`src/rtl/io_image_transfer.sv`:
```
// io_image_transfer: moves process-image bytes between the physical I/O pins
// and the byte-wide image RAM, driven by the scan controller's STATE/COUNT.
// IN phase writes a frozen snapshot of the inputs; OUT phase gathers the
// output bytes into a shadow register and commits all 128 outputs at once.
module io_image_transfer #(
  parameter int                IMG_AW      = 12,
  parameter logic [IMG_AW-1:0] IN_BASE     = IMG_AW'(12'h000),
  parameter logic [IMG_AW-1:0] OUT_BASE    = IMG_AW'(12'h010),
  parameter int                SYNC_STAGES = 2
) (
  input  logic              CLK,
  input  logic              CLR,
  input  logic              RUN,
  input  logic [1:0]        STATE,
  input  logic [4:0]        COUNT,
  input  logic [127:0]      PIN,
  output logic [IMG_AW-1:0] IMG_ADDR,
  output logic [7:0]        IMG_DIN,
  output logic              IMG_WE,
  output logic              IMG_RE,
  input  logic [7:0]        IMG_DOUT,
  output logic [127:0]      POUT,
  output logic              OUT_UPD,
  output logic [15:0]       SCAN_CNT
);

  typedef enum logic [1:0] {
    PH_OUT  = 2'b00,
    PH_PROG = 2'b01,
    PH_IN   = 2'b10,
    PH_INIT = 2'b11
  } phase_e;

  phase_e       phase;
  logic [3:0]   idx;
  logic         in_go;
  logic         out_go;
  logic         commit;
  logic         unused_count_msb;

  logic [127:0] sync_q [SYNC_STAGES];
  logic [127:0] snap;
  logic [127:0] shadow;
  logic [3:0]   rd_idx;
  logic         rd_vld;

  assign phase            = phase_e'(STATE);
  assign idx              = COUNT[3:0];
  assign unused_count_msb = COUNT[4];
  assign in_go            = RUN && (phase == PH_IN);
  assign out_go           = RUN && (phase == PH_OUT);
  // The last requested byte arrives on the same edge that publishes POUT.
  assign commit           = rd_vld && (rd_idx == 4'd15);

  // Metastability chain on the asynchronous pins; free-running, ignores RUN.
  always_ff @(posedge CLK or posedge CLR) begin
    if (CLR) begin
      for (int i = 0; i < SYNC_STAGES; i++) sync_q[i] <= '0;
    end else begin
      // NOTE: non-blocking assignments make every stage sample its
      // predecessor's old value, so the chain really is SYNC_STAGES deep.
      sync_q[0] <= PIN;
      for (int i = 1; i < SYNC_STAGES; i++) sync_q[i] <= sync_q[i-1];
    end
  end

  // Input snapshot: tracks the synchronised pins, frozen for the whole IN phase.
  always_ff @(posedge CLK or posedge CLR) begin
    if (CLR) begin
      snap <= '0;
    end else if (RUN && (phase != PH_IN)) begin
      snap <= sync_q[SYNC_STAGES-1];
    end
  end

  // Image RAM port: registered strobes, address, write data and read tag.
  always_ff @(posedge CLK or posedge CLR) begin
    if (CLR) begin
      IMG_ADDR <= '0;
      IMG_DIN  <= '0;
      IMG_WE   <= 1'b0;
      IMG_RE   <= 1'b0;
      rd_idx   <= '0;
      rd_vld   <= 1'b0;
    end else begin
      IMG_WE <= in_go;
      IMG_RE <= out_go;
      rd_vld <= out_go;
      if (in_go) begin
        IMG_ADDR <= IN_BASE + IMG_AW'(idx);
        IMG_DIN  <= snap[{idx, 3'b000} +: 8];
      end else if (out_go) begin
        IMG_ADDR <= OUT_BASE + IMG_AW'(idx);
        rd_idx   <= idx;
      end
    end
  end

  // Shadow capture of returned bytes and atomic commit of the output image.
  always_ff @(posedge CLK or posedge CLR) begin
    if (CLR) begin
      // NOTE: shadow is a plain register bank, not a RAM, so it is cleared
      // with everything else; an aborted scan then leaves no stale bytes.
      shadow   <= '0;
      POUT     <= '0;
      OUT_UPD  <= 1'b0;
      SCAN_CNT <= '0;
    end else begin
      OUT_UPD <= commit;
      if (rd_vld) shadow[{rd_idx, 3'b000} +: 8] <= IMG_DOUT;
      if (commit) begin
        POUT     <= {IMG_DOUT, shadow[119:0]};
        SCAN_CNT <= SCAN_CNT + 16'd1;
      end
    end
  end

endmodule

```
`config.mk`:
```
export PLATFORM = sky130hd
export DESIGN_NAME = io_image_transfer
export DESIGN_NICKNAME = d
export VERILOG_FILES = /design/src/rtl/io_image_transfer.sv
export SDC_FILE = /design/constraint.sdc
export NUM_CORES = 1
export LEC_CHECK = 0
export BUFFER_PORTS_ARGS = -buffer_cell sky130_fd_sc_hd__buf_2
export CAP_MARGIN = 20
export CORE_MARGIN = 10
export CORE_UTILIZATION = 57
export CTS_CLUSTER_SIZE = 12
export DETAILED_ROUTE_END_ITERATION = 10
export PLACE_DENSITY = 0.85
export SLEW_MARGIN = 10
export SYNTH_ARGS = -nofsm -noshare
export SYNTH_HDL_FRONTEND = slang
export SYNTH_SLANG_ARGS = --single-unit
```
`constraint.sdc`:
```
create_clock -name CLK -period 23.2 [get_ports CLK]
set_input_delay 1.16 -clock CLK [delete_from_list [all_inputs] [get_ports CLK]]
set_output_delay 1.16 -clock CLK [all_outputs]
set_load 0.01 [all_outputs]
```
==> metrics.md <==
| Metric | Value |
|---|---|
| Setup TNS | 0 ns |
| Routed len/inst | 21.53 um |
| ANT cells | 0 |
| CP startpoint | CLR |
| Hold Worst Slack | 0.3415 ns |
| HP Class | reg -> reg |
| Delay-heaviest family, CP | buffers and inverters |
| Worst Setup Start Kind | input pin |
| Worst Path Max Fanout | 108 |
| Clock Skew | 0.01964 ns |
| Synth top area share | 71.98% |
| Root buffer cell | clkbuf_16 |
| Clock sinks | 668 |
| Worst Max-Slew Pin Slew | 1.143 ns |
| Leakage | 13.59 nW |
| DIE AREA | 49220 um^2 |
| Pwr/cell area | 95.43 nW/um^2 |
| Worst r2r src | rd_idx[0]$_DFFE_PP0P_ |
| CP endpoint kind | asynchronous set/reset pin |
| Dominant cell type by area after synthesis | dfrtp_1 |
| Worst-case clock buffer depth | 3 |
| Initial drt markers | 1281 |
| Number of synthesized flops with an enable pin | 0 |
| RSZ-0062 raised after global routing | no |
| Final nets | 2045 |
| Avg Synthesized Cell Area | 14.72 um^2 |
| Setup bufs post-CTS | 0 |
| Post-route minimum period | 3.959 ns |
| Mapped cell area | 23220 um^2 |
| Pin count of the biggest net entering global routing | 109 |
| Unique masters post-synth | 48 |
| Total wire length | 52670 um |
| Sequential fraction of the synthesis area | 71.98% |
| Status | finished clean |
| Total number of vias | 13420 |
| First drt pass iteration count | 5 |
| FFs w/ async S/R, synth | 100.0% |
| CP max-delay cell | buf_4 |
| Slew Limit Fails | 0 |
| Vias per cell | 5.487 |
| IO buf count | 304 |
| Highest clock rate | 252.6 MHz |
| Layout cells sized above 1 | 37.17% |
| Initial antenna violation count | 0 |
| Antenna-violating nets left | 0 |
| Min-delay src | sync_q[210]$_DFF_PP0_ |
| Crit path buffers/inverters | 5 |
| Maximum vdd ir drop | 92.21 uV |
| Primary FF master, synth | dfrtp_1 |
| Gr usage total | 21.56% |
| Tcrit/Tclk final | 17.07% |
| Rows | 73 |
| Critical path arrival | 4.52 ns |
| Synthesis-stage register bit count | 668 |
| Clk Latency, worst-skew pair | 0.59 ns |
| CTS resizes | 0 |
| Final Setup Violations | 0 |
| Post-DP HPWL | 33960 um |
| Yosys Warn Count | 0 |
| CTS Hold Buffers Added | 0 |
| Crit-path max cell delay | 0.90 ns |
| Die Ht | 221.9 um |
| Fillers | 2530 |
| CTS H-tree depth | 3 |
| First-pass GRT wire length | 84230 um |
| Top cells by area, synth | dfrtp_1 72%, mux2_2 13%, nand2_1 6.5%, mux4_2 3.1%, clkbuf_1 0.63% |
| Layout Area Growth over Synthesis | 17.09% |
| Critical path class | in -> async |
| Syn Inst Count | 1578 |
| MaxCap Viol Count | 0 |
| Cell with the most instances after synthesis | dfrtp_1 |
| Core area | 40010 um^2 |
| Top post-synthesis cells by count | 668 x dfrtp_1, 402 x nand2_1, 261 x mux2_2, 39 x clkbuf_1, 32 x mux4_2 |
| Ports | 313 |
| Clock transition at path regs | 0.06 ns |
| Remaining Overflow, GRT | 0 |
| CP dominant cell by count | buf_4 |
| Number of global-route vias before repair | 14880 |
| Required @ worst endpoint | 23.76 ns |
| Gpl congestion | 0.7940 |
| Starting Density | 58.05% |
| TritonCTS buffer count | 68 |
| Fin. Hold Viols | 0 |
| CTS tree | done |
| Cell Chain, Critical Path | buf_2 > inv_8 > buf_4 > buf_4 > buf_4 |
| Die X | 221.9 um |
| Relative slew slack | 23.77% |
| DRC errors left | 0 |
## metrics by stage
step	std cells	worst slack [ns]	instance area (um^2)	power, W	util (%)
3_5_place_dp	2348	18.50	25190	0.001622	62.97
3_3_place_gp	2348	18.58	25190	0.001601	62.97
5_1_grt	2446	18.70	27190	0.002695	67.97
6_report	2446	19.24	27190	0.002595	67.97
4_1_cts	2444	19.09	27140	0.002610	67.83
2_1_floorplan	1584	3.317	23250	0.001523	-
## worst reg2reg max path: cells and delay by family (launching register included)
kind	cells	cell delay (ns)
buf+inv	2	1.49
simple gates	3	1.02
flops	1	0.64
fa+ha+maj	1	0.35
xor+xnor	1	0.16
## kinds of logic after synthesis
| group | synth area share (%) |
|---|---|
| AOI/OAI and AO/OA | 1.126 |
| xor gates and xnor gates | 0.6034 |
| adders and majority gates | 0.2155 |
| buffers and inverters | 1.643 |
| DFF | 71.98 |
| muxes | 15.94 |
| other | 0.01615 |
| and+or+nand+nor | 8.480 |
## path summary, 6_finish.rpt
| kind | to | slack, ns | cells after the start |
|---|---|---|---|
| hold reg to reg | sync_q[82]$_DFF_PP0_ | 0.34 | 0 |
| max in group CLK | SCAN_CNT[6]$_DFFE_PP0P_ | 19.46 | 7 |
| min in group asynchronous | snap[42]$_DFFE_PP0P_ | 0.72 | 2 |
| hold / removal | sync_q[82]$_DFF_PP0_ | 0.34 | 0 |
| setup / recovery | sync_q[12]$_DFF_PP0_ | 19.24 | 5 |
| setup reg to reg | SCAN_CNT[6]$_DFFE_PP0P_ | 19.46 | 7 |
## layout by cell type, fill, tap and decap left out, types with 3 or more instances in the layout
cell	Yosys	routed
nand4_1	4	4
xor2_1	5	5
o21ai_0	16	15
clkbuf_8	0	5
a22oi_1	6	6
nor2b_1	8	8
mux2i_1	3	3
mux4_2	32	32
clkbuf_1	39	12
nor2_2	3	3
buf_4	8	13
xnor2_1	11	11
nor2_1	9	9
dfrtp_1	668	668
nor3_1	4	4
clkbuf_16	0	70
mux2_2	261	261
conb_1	1	7
nand3_1	7	7
inv_6	0	4
a21oi_4	3	3
and3_1	9	9
inv_1	5	4
ha_1	4	4
nand2_1	402	402
buf_2	29	304
and2_1	9	9
## cell type report
class	count	area (um^2)	share of cell area, %
Clock buffer	87	1866	6.861
Multi-Input combinational cell	832	6168	22.68
Tap cell	525	656.9	2.416
Inverter	6	32.53	0.1196
Clock inverter	9	78.83	0.2899
Sequential cell	668	16720	61.47
Timing Repair Buffer	319	1674	6.157
## report_power, final
part           internal, W  total [W]  leakage (nW)  switching, W
Clock             0.000562   0.000984         0.954      0.000422
Combinational     0.000123   0.000252          4.36      0.000129
Sequential         0.00129    0.00136          8.27     0.0000715
Total              0.00197    0.00259          13.6      0.000623
## metal layers
metal / up-vias / global-route usage, % / part of all wire, %
met5: - / 0 / 0
met4: 0 / 8.157 / 2.7
met3: 118 / 5.497 / 7.2
met2: 535 / 36.30 / 51
met1: 6925 / 26.39 / 39
li1: 5842 / - / -
## registers in the layout, summed over array words and instances (netlist names)
register / count
SCAN_CNT: 16
rd_vld: 1
sync_q: 256
rd_idx: 4
IMG_WE: 1
snap: 128
IMG_ADDR: 5
POUT: 128
OUT_UPD: 1
IMG_DIN: 8
shadow: 120
No activity file was read; power rests on OpenSTA's default activity.
